$ cat config.mk
export PLATFORM = sky130hd
export DESIGN_NAME = bru_pred
export DESIGN_NICKNAME = d
export VERILOG_FILES = /design/src/rtl/bru_pred.sv
export SDC_FILE = /design/constraint.sdc
export NUM_CORES = 1
export LEC_CHECK = 0
export ABC_AREA = 1
export CELL_PAD_IN_SITES_DETAIL_PLACEMENT = 1
export CELL_PAD_IN_SITES_GLOBAL_PLACEMENT = 1
export CORE_MARGIN = 8
export CORE_UTILIZATION = 39
export DETAILED_ROUTE_END_ITERATION = 12
export GPL_TIMING_DRIVEN = 0
export PLACE_DENSITY_LB_ADDON = 0.1
export SKIP_CTS_REPAIR_TIMING = 1
export SLEW_MARGIN = 0
export SYNTH_ARGS = -nofsm -noshare
export SYNTH_HDL_FRONTEND = slang
export SYNTH_SLANG_ARGS = --single-unit
export TNS_END_PERCENT = 100
$ cat constraint.sdc
create_clock -name clk -period 8.5 [get_ports clk]
set_clock_uncertainty 0.2 [all_clocks]
set_input_delay 2.55 -clock clk [delete_from_list [all_inputs] [get_ports clk]]
set_output_delay 2.55 -clock clk [all_outputs]
set_load 0.05 [all_outputs]
$ cat src/rtl/bru_pred.sv
// Branch resolution and BHT-based direction prediction for an N-wide execute stage.
// Resolves lanes oldest-first, trains 2-bit counters, and emits one registered redirect per cycle.

module bru_lane (
  input  logic [3:0]  opc_i,
  input  logic        eq_i,
  input  logic        lt_i,
  input  logic [31:0] pc_i,
  input  logic [31:0] jmp_i,
  input  logic        pred_taken_i,
  input  logic [31:0] pred_addr_i,
  output logic        taken_o,
  output logic        mis_o,
  output logic        trainable_o,
  output logic [31:0] npc_o
);
  always_comb begin
    taken_o = 1'b0;
    if (opc_i[3]) taken_o = 1'b1;
    else begin
      case (opc_i[2:0])
        3'b000:          taken_o = eq_i;
        3'b001:          taken_o = !eq_i;
        3'b100, 3'b110:  taken_o = lt_i;
        3'b101, 3'b111:  taken_o = !lt_i;
        default:         taken_o = 1'b0;
      endcase
    end
  end

  // funct3 010/011 are not real branches: resolved not-taken, never trained
  assign trainable_o = !opc_i[3] && (opc_i[2:1] != 2'b01);
  assign mis_o       = (taken_o != pred_taken_i) || (taken_o && (pred_addr_i != jmp_i));
  assign npc_o       = taken_o ? jmp_i : pc_i + 32'd4;
endmodule

module bru_pred #(
  parameter int         LANES     = 2,
  parameter int         BHT_DEPTH = 64,
  parameter logic [1:0] RESET_CTR = 2'b01,
  localparam int        IDXW      = $clog2(BHT_DEPTH),
  localparam int        SRCW      = (LANES > 1) ? $clog2(LANES) : 1
) (
  input  logic                  clk,
  input  logic                  rst_n,
  input  logic                  pred_req_i,
  input  logic [31:0]           pred_pc_i,
  output logic                  pred_valid_o,
  output logic                  pred_taken_o,
  input  logic [LANES-1:0]      res_valid_i,
  input  logic [LANES*4-1:0]    res_opc_i,
  input  logic [LANES-1:0]      res_eq_i,
  input  logic [LANES-1:0]      res_lt_i,
  input  logic [LANES*32-1:0]   res_pc_i,
  input  logic [LANES*32-1:0]   res_jmp_addr_i,
  input  logic [LANES-1:0]      res_pred_taken_i,
  input  logic [LANES*32-1:0]   res_pred_addr_i,
  output logic                  redirect_valid_o,
  output logic [SRCW-1:0]       redirect_src_o,
  output logic [31:0]           redirect_addr_o,
  output logic [31:0]           mispred_cnt_o
);
  logic [BHT_DEPTH-1:0][1:0] bht_q, bht_d;
  logic                      pred_valid_q, pred_taken_q;
  logic                      redirect_valid_q, redirect_valid_d;
  logic [SRCW-1:0]           redirect_src_q, redirect_src_d;
  logic [31:0]               redirect_addr_q, redirect_addr_d;
  logic [31:0]               mispred_cnt_q;

  logic [LANES-1:0][31:0]    lane_pc, lane_npc;
  logic [LANES-1:0]          lane_taken, lane_mis, lane_train;

  logic unused_pc;
  assign unused_pc = ^{pred_pc_i[31:IDXW+2], pred_pc_i[1:0]};

  for (genvar l = 0; l < LANES; l++) begin : g_lane
    assign lane_pc[l] = res_pc_i[l*32 +: 32];
    bru_lane u_lane (
      .opc_i        (res_opc_i[l*4 +: 4]),
      .eq_i         (res_eq_i[l]),
      .lt_i         (res_lt_i[l]),
      .pc_i         (lane_pc[l]),
      .jmp_i        (res_jmp_addr_i[l*32 +: 32]),
      .pred_taken_i (res_pred_taken_i[l]),
      .pred_addr_i  (res_pred_addr_i[l*32 +: 32]),
      .taken_o      (lane_taken[l]),
      .mis_o        (lane_mis[l]),
      .trainable_o  (lane_train[l]),
      .npc_o        (lane_npc[l])
    );
  end

  logic [IDXW-1:0] tidx;
  logic [1:0]      ctr;

  // Walk lanes oldest-first; training applies to bht_d so same-index lanes accumulate.
  always_comb begin
    bht_d            = bht_q;
    redirect_valid_d = 1'b0;
    redirect_src_d   = redirect_src_q;
    redirect_addr_d  = redirect_addr_q;
    tidx             = '0;
    ctr              = '0;
    for (int l = 0; l < LANES; l++) begin
      if (!redirect_valid_d && !redirect_valid_q && res_valid_i[l]) begin
        if (lane_train[l]) begin
          tidx = lane_pc[l][IDXW+1:2];
          ctr  = bht_d[tidx];
          if (lane_taken[l]) begin
            if (ctr != 2'b11) ctr = ctr + 2'b01;
          end else begin
            if (ctr != 2'b00) ctr = ctr - 2'b01;
          end
          bht_d[tidx] = ctr;
        end
        if (lane_mis[l]) begin
          redirect_valid_d = 1'b1;
          redirect_src_d   = SRCW'(l);
          redirect_addr_d  = lane_npc[l];
        end
      end
    end
  end

  always_ff @(posedge clk) begin
    if (!rst_n) begin
      bht_q            <= {BHT_DEPTH{RESET_CTR}};
      pred_valid_q     <= 1'b0;
      pred_taken_q     <= 1'b0;
      redirect_valid_q <= 1'b0;
      redirect_src_q   <= '0;
      redirect_addr_q  <= '0;
      mispred_cnt_q    <= '0;
    end else begin
      bht_q            <= bht_d;
      pred_valid_q     <= pred_req_i;
      pred_taken_q     <= bht_q[pred_pc_i[IDXW+1:2]][1];
      redirect_valid_q <= redirect_valid_d;
      redirect_src_q   <= redirect_src_d;
      redirect_addr_q  <= redirect_addr_d;
      if (redirect_valid_d) mispred_cnt_q <= mispred_cnt_q + 32'd1;
    end
  end

  assign pred_valid_o     = pred_valid_q;
  assign pred_taken_o     = pred_taken_q;
  assign redirect_valid_o = redirect_valid_q;
  assign redirect_src_o   = redirect_src_q;
  assign redirect_addr_o  = redirect_addr_q;
  assign mispred_cnt_o    = mispred_cnt_q;
endmodule

==> results, run 1 <==
- In the final layout, the share of cells above drive strength 1 is ~8%.
- The initial antenna violation count was 7.
- The category of the most critical setup path is input pin to flip-flop.
- The share of synthesized area in the top cell type comes to a little under a quarter.
- The detail route stage leaves a number of antenna-violating nets equal to 0.
- The part of the cycle the worst path needs is a little over nine tenths.
- During synthesis, Yosys emitted a total of 0 warnings.
- The biggest area contributor in the post-synthesis netlist is sky130_fd_sc_hd__dfxtp_1.
- The kind of capture point of the worst setup path is a flip-flop.
- The largest single stage delay on the critical path is about 1.1 ns.
- Dividing the detail-routed via count by the number of cells gives between 6 and 7.
- The slack of the worst reg-to-reg path is 3.16 ns.
- The slew at the pin with the worst max-slew slack is 1.44 ns.
- The post-route DRC violation count is 0.
- After synthesis, the cell types taking the most area are sky130_fd_sc_hd__dfxtp_1, sky130_fd_sc_hd__nand2_1, sky130_fd_sc_hd__nand3_1, sky130_fd_sc_hd__nor2_1, sky130_fd_sc_hd__a21oi_1.
- The path class of the tightest hold or removal check is flip-flop to flip-flop.
- The gate count after technology mapping is 2890.
- The number of cell rows is 75.
- The worst setup path is launched from an input pin.
- Measured along the x axis, the die boundary spans 223 um.
- The maximum buffer depth of the clock tree is 2.
- The average cell area after synthesis is slightly below 6 um^2.
- The number of setup violations in the final report is 0.
- The power density normalized to cell area is roughly 130 nW/um^2.
- The total standard cell area after synthesis is 16700 um^2.
- The cell that appears most often on the critical path is sky130_fd_sc_hd__nand2_1.
- Total power for the finished layout comes to approximately 2.8 mW.
- For this design, the sink count on the clock tree is about 200.
- The async set or reset register ratio after synthesis is 0%.
- The number of search-and-repair iterations in the first detailed-routing pass is 5.
- The flip-flop cell with the highest count after synthesis is sky130_fd_sc_hd__dfxtp_1.
- TritonCTS built the clock tree.
- The y dimension of the die is about 220 um.
- The final count of hold timing violations came to 0.
- The final HPWL from detailed placement is slightly above 80 mm.
- The number of global-route vias before repair is 23200.
- The maximum clock frequency is roughly 130 MHz.
- The worst slew margin relative to its limit is around 4.0%.
- After detailed routing, the total wire length is 108 mm.
- The worst register-to-register path begins at redirect_valid_o$_SDFF_PN0_.
- The run finished with clean final reports.
- The H-tree level count is 4.
- For the worst setup path, the data arrival time is around 8 ns.
- In this run, synthesis produced a sequential element count of around 200.
- The root cell of the clock tree is sky130_fd_sc_hd__clkbuf_16.
- Among all stages on the critical path, the largest delay is contributed by sky130_fd_sc_hd__clkbuf_1.
- For this run, the post-layout net count is 3440.
- The start point of the worst min-delay path is redirect_src_o$_SDFF_PN0_.
- In this run the tool buffered the top-level ports with roughly 280 buffer cells.
- The number of library cell types mapped by synthesis is 44.
- In this run the count of I/O pins placed on the die edge is about 310.
- The leakage power is between 9 and 10 nW.
- The clock latency of the later-clocked register in the worst-skew pair is approximately 0.50 ns.
- The clock-pin slew on the worst setup and hold paths is ~0.090 ns.
- The final total negative setup slack is 0 ns.
- Entering global routing, the biggest net connects 19 pins.
- The area enclosed by the die boundary is 49600 um^2.
- Max-cap violations in this run came to 0.
- Global routing consumed, over all layers together, roughly two fifths of the routing resources.
- Setup repair after global routing left no endpoint under its margin.
- The top cell types in the final layout, fill and taps aside, are sky130_fd_sc_hd__nand2_1, sky130_fd_sc_hd__nor2_1, sky130_fd_sc_hd__nand3_1, sky130_fd_sc_hd__clkdlybuf4s50_1, sky130_fd_sc_hd__inv_1.
- The combined buffer and inverter count along the critical path is 6.
- After the first detailed-routing iteration, the DRC count stood at 2588.
- The kind of cell with the highest combined delay along the critical path is simple AND/OR/NAND/NOR gates.
- For this configuration, the core starts out at a cell density of 39.7%.
- The weighted congestion at the end of routability-driven global placement is between 1 and 1.5.
- IR analysis of the VDD net gives a maximum drop of ~140 uV.
- The synthesized design contains 0 enable-type register cells.
- Relative to the synthesized area, the layout overhead comes to 25.2%.
- The core box area is 42000 um^2.
- The total overflow left after global routing is 0.
- The library cell used most frequently in the layout, excluding fill and tap cells, is sky130_fd_sc_hd__nand2_1.
- The number of pins with negative max-slew slack in the final report was 0.
- The number of clock buffers inserted by TritonCTS is 17.
- Along the worst path, the maximum fanout reaches 10.
- In this run the worst setup path begins at res_pc_i[3].
- STA puts the critical path data required time at between 8 and 9 ns.
- The time the final worst path needs with I/O delays and setup is around 8.0 ns.
- Dividing the detail-routed wire length by the instance count gives ~29 um.
- The wire length of the first global-routing pass is around 150 mm.
- Of the synthesized area, sequential elements account for roughly a quarter.
- The number of nets produced by synthesis is 3136.
- Detailed routing inserted a total of about 23000 vias.
[flip-flops by register name, summed over array words and instances, names as in the netlist]
register	count
redirect_src_o	1
pred_valid_o	1
bht_q	128
redirect_addr_o	32
redirect_valid_o	1
mispred_cnt_o	32
pred_taken_o	1
[cells in the mapped netlist, types with 3 or more instances]
cell / n
sky130_fd_sc_hd__buf_6: 4
sky130_fd_sc_hd__xor2_1: 92
sky130_fd_sc_hd__nor4_1: 28
sky130_fd_sc_hd__buf_2: 22
sky130_fd_sc_hd__clkbuf_1: 83
sky130_fd_sc_hd__o221ai_1: 5
sky130_fd_sc_hd__xnor2_1: 29
sky130_fd_sc_hd__a211oi_1: 11
sky130_fd_sc_hd__nor3b_1: 3
sky130_fd_sc_hd__a221oi_1: 10
sky130_fd_sc_hd__o211ai_1: 21
sky130_fd_sc_hd__nand4_1: 18
sky130_fd_sc_hd__buf_4: 26
sky130_fd_sc_hd__ha_1: 3
sky130_fd_sc_hd__nor2_2: 7
sky130_fd_sc_hd__a311oi_1: 7
sky130_fd_sc_hd__inv_2: 3
sky130_fd_sc_hd__nor2_1: 318
sky130_fd_sc_hd__a31oi_1: 9
sky130_fd_sc_hd__nand2_4: 5
sky130_fd_sc_hd__dfxtp_1: 196
sky130_fd_sc_hd__or2_2: 143
sky130_fd_sc_hd__inv_1: 239
sky130_fd_sc_hd__clkinv_1: 10
sky130_fd_sc_hd__nand3_1: 300
sky130_fd_sc_hd__nand2_2: 4
sky130_fd_sc_hd__buf_1: 4
sky130_fd_sc_hd__nand2_1: 795
sky130_fd_sc_hd__o21ai_1: 13
sky130_fd_sc_hd__o21ai_0: 203
sky130_fd_sc_hd__a21oi_1: 208
sky130_fd_sc_hd__o31ai_1: 4
sky130_fd_sc_hd__nor3_1: 49
sky130_fd_sc_hd__o22ai_1: 4
[area by class of cell]
| cell class | instances | area, um^2 |
|---|---|---|
| plain buffers | 139 | 677 |
| diodes | 8 | 20.0 |
| inverters | 252 | 946 |
| clock inverters | 13 | 163 |
| multi-input cells | 2303 | 11200 |
| repair buffers | 285 | 2860 |
| flip-flops and latches | 196 | 3920 |
| fillers | 5912 | 21200 |
| well taps | 539 | 674 |
| clock buffers | 19 | 453 |
[power by group]
group | internal, mW | switching (mW) | total, mW
Combinational | 0.266 | 0.633 | 0.899
Clock | 0.461 | 0.456 | 0.917
Sequential | 0.944 | 0.0202 | 0.964
Total | 1.67 | 1.11 | 2.78
[metal layers]
metal  GRT usage (%)  wire length (um)
met5               0                15
met4            29.5              8690
met3            12.1             12000
met2            65.5             46900
met1            48.7             40300
[metrics by stage]
step	std cells	instance area (um^2)	hold slack (ns)	util [%]	setup slack, ns
final	3754	20900	0.271	49.7	0.532
after global routing	3751	20900	0.315	49.6	0.654
after CTS	3746	20900	0.273	49.6	0.982
after detailed placement	3714	20200	0.261	48.1	0.452
after global placement	3708	20100	0.259	47.9	0.309
after floorplan	2890	16700	0.435	-	3.20
[cell families (layout without fill, tap and decap cells)]
| kind of cell | Yosys count | in the layout | share of synthesized area [%] |
|---|---|---|---|
| AO/OA/AOI/OAI | 502 | 502 | 16.3 |
| flip-flops | 196 | 196 | 23.5 |
| XOR/XNOR | 121 | 121 | 6.35 |
| buffers and inverters | 391 | 708 | 9.73 |
| adder cells (fa/ha/maj) | 3 | 3 | 0.225 |
| multiplexers | 1 | 1 | 0.0600 |
| other | 0 | 8 | 0 |
| AND/OR/NAND/NOR | 1676 | 1676 | 43.8 |
[final timing paths]
kind	cells past startpoint	endpoint
max	26	bht_q[34]$_SDFF_PN1_
min	2	redirect_src_o$_SDFF_PN0_
max reg2reg	18	bht_q[85]$_SDFF_PN0_
min reg2reg	2	redirect_src_o$_SDFF_PN0_
[worst reg2reg max path, stage by stage, from the launching register on]
cell and delay [ns]:
sky130_fd_sc_hd__dfxtp_1 0.35, sky130_fd_sc_hd__nor2_1 0.93, sky130_fd_sc_hd__nand3_1 0.67, sky130_fd_sc_hd__clkbuf_1 0.69, sky130_fd_sc_hd__nor2_1 0.40, sky130_fd_sc_hd__nand3_1 0.15
sky130_fd_sc_hd__nand3_1 0.11, sky130_fd_sc_hd__nand2_1 0.07, sky130_fd_sc_hd__nor2_1 0.12, sky130_fd_sc_hd__nand2_1 0.11, sky130_fd_sc_hd__nand2_1 0.16, sky130_fd_sc_hd__nand2_1 0.15
sky130_fd_sc_hd__nor2_1 0.19, sky130_fd_sc_hd__nand2_1 0.09, sky130_fd_sc_hd__nand2_2 0.09, sky130_fd_sc_hd__nand2_1 0.10, sky130_fd_sc_hd__nand2_4 0.22, sky130_fd_sc_hd__buf_4 0.30
sky130_fd_sc_hd__a21oi_1 0.11
(Power assumes the default switching activity.)
==> run 2: changes to the inputs <==
--- a/config.mk
+++ b/config.mk
@@ -6,6 +6,7 @@
 export NUM_CORES = 1
 export LEC_CHECK = 0
 export ABC_AREA = 1
+export ABC_CLOCK_PERIOD_IN_PS = 8500
 export CELL_PAD_IN_SITES_DETAIL_PLACEMENT = 1
 export CELL_PAD_IN_SITES_GLOBAL_PLACEMENT = 1
 export CORE_MARGIN = 8
==> results of run 2 <==
No change in the layout: final DEF, timing and power equal those of run 1.
==> RTL edit: new RTL, settings of run 1 <==
Add an input register stage for `res_opc_i`, without a reset; this delays it by one clock. The other inputs are not delayed to match.
--- a/src/rtl/bru_pred.sv
+++ b/src/rtl/bru_pred.sv
@@ -62,2 +62,9 @@
 );
+
+  logic [LANES*4-1:0] res_opc_q;
+
+  always_ff @(posedge clk) begin
+    res_opc_q <= res_opc_i;
+  end
+
   logic [BHT_DEPTH-1:0][1:0] bht_q, bht_d;
@@ -78,3 +85,3 @@
     bru_lane u_lane (
-      .opc_i        (res_opc_i[l*4 +: 4]),
+      .opc_i        (res_opc_q[l*4 +: 4]),
       .eq_i         (res_eq_i[l]),
Check against the original RTL: not equivalent (a bounded check fails within 4 cycles, from zero or initial values and one cycle with rst_n low).
==> RTL edit against run 1 <==
  * Routed wire length increased by 0.78%
  * Largest power group is now clock
  * Power increased by 21%
  * Hold slack improved by 0.028 ns
  * Setup slack got worse by 0.36 ns
  * Sequential cell count increased by 8
  * Final cell count increased by 5.4%
  * Critical path depth decreased by 3
  * Sequential power increased by 5%
  * Clock power increased by 55%
  * Die area increased by 2.3%
  * Synthesized area increased by 2.4%
  * Design area increased by 5.1%
==> RTL edit: results (changes against run 1) <==
metric,value,unit,change
met3 Usage GRT,14.2,%,+2.1 points
Final Power,0.00336,W,+21%
non-clock buffer count,437,,+3.1%
Max H-tree Level,1,,-3
"top cells by count, synth","nand2_1 (1,058), nand3_1 (353), inv_1 (302)",,
fillcell total,6110,,+3.3%
P&R area growth vs syn,28.5,%,
clk cell area share,4.90,%,+2.0 points
Clock Buffer Count,35,,+16
Sinks on Clock Net,204,,+4.1%
placed inst area,0.0208,mm²,+2.9%
first-pass GRT wire length,154000,µm,+0.14%
Reg area,0.00408,mm²,+4.1%
outcome,"complete, no violations",,
Reg-to-Reg End,bht_q[112]$_SDFF_PN1_,,
wire per inst,27.5,µm,-4.4%
routed wl met3,14100,µm,+17%
area of the multi-input gates,0.0111,mm²,-0.20%
Post-Synthesis Net Count,3267,,+4.2%
routed metal-1 wirelength,41600,µm,+3.4%
Area contributors post-synth,"dfxtp_1 (24%), nand2_1 (23%), nand3_1 (10%), inv_1 (6.6%), nor2_1 (5.3%)",,
met2 Usage GRT,60.6,%,-4.8 points
DP Worst Slack,0.113,ns,-0.340 ns
grt met1 use,50.8,%,+2.1 points
initial antenna violation count,10,,+3
Worst Hold End,mispred_cnt_o[31]$_SDFFE_PN0P_,,
combinational power,0.000939,W,+4.4%
==> RTL edit: cell count changes after synthesis, moves of 9 or more <==
cell,before,now
nor3_1,49,58
nand2_1,795,1058
nand3_1,300,353
or2_2,143,81
inv_1,239,302
buf_6,4,21
o21ai_0,203,169
buf_4,26,10
o211ai_1,21,30
o21ai_1,13,4
a21oi_1,208,143
nor2_1,318,239
==> RTL edit: worst max path at each step <==
stage	from	endpoint	slack, ns	cells past startpoint
after floorplan	res_pc_i[2]	bht_q[60]$_SDFF_PN1_	3.13	28
after global placement	res_pc_i[34]	bht_q[40]$_SDFF_PN1_	-0.02	11
after detailed placement	res_pc_i[3]	bht_q[32]$_SDFF_PN1_	0.11	23
after CTS	res_pc_i[3]	bht_q[92]$_SDFF_PN1_	0.67	23
after global routing	res_pc_i[3]	bht_q[92]$_SDFF_PN1_	0.36	23
final	res_pc_i[3]	bht_q[92]$_SDFF_PN1_	0.17	23
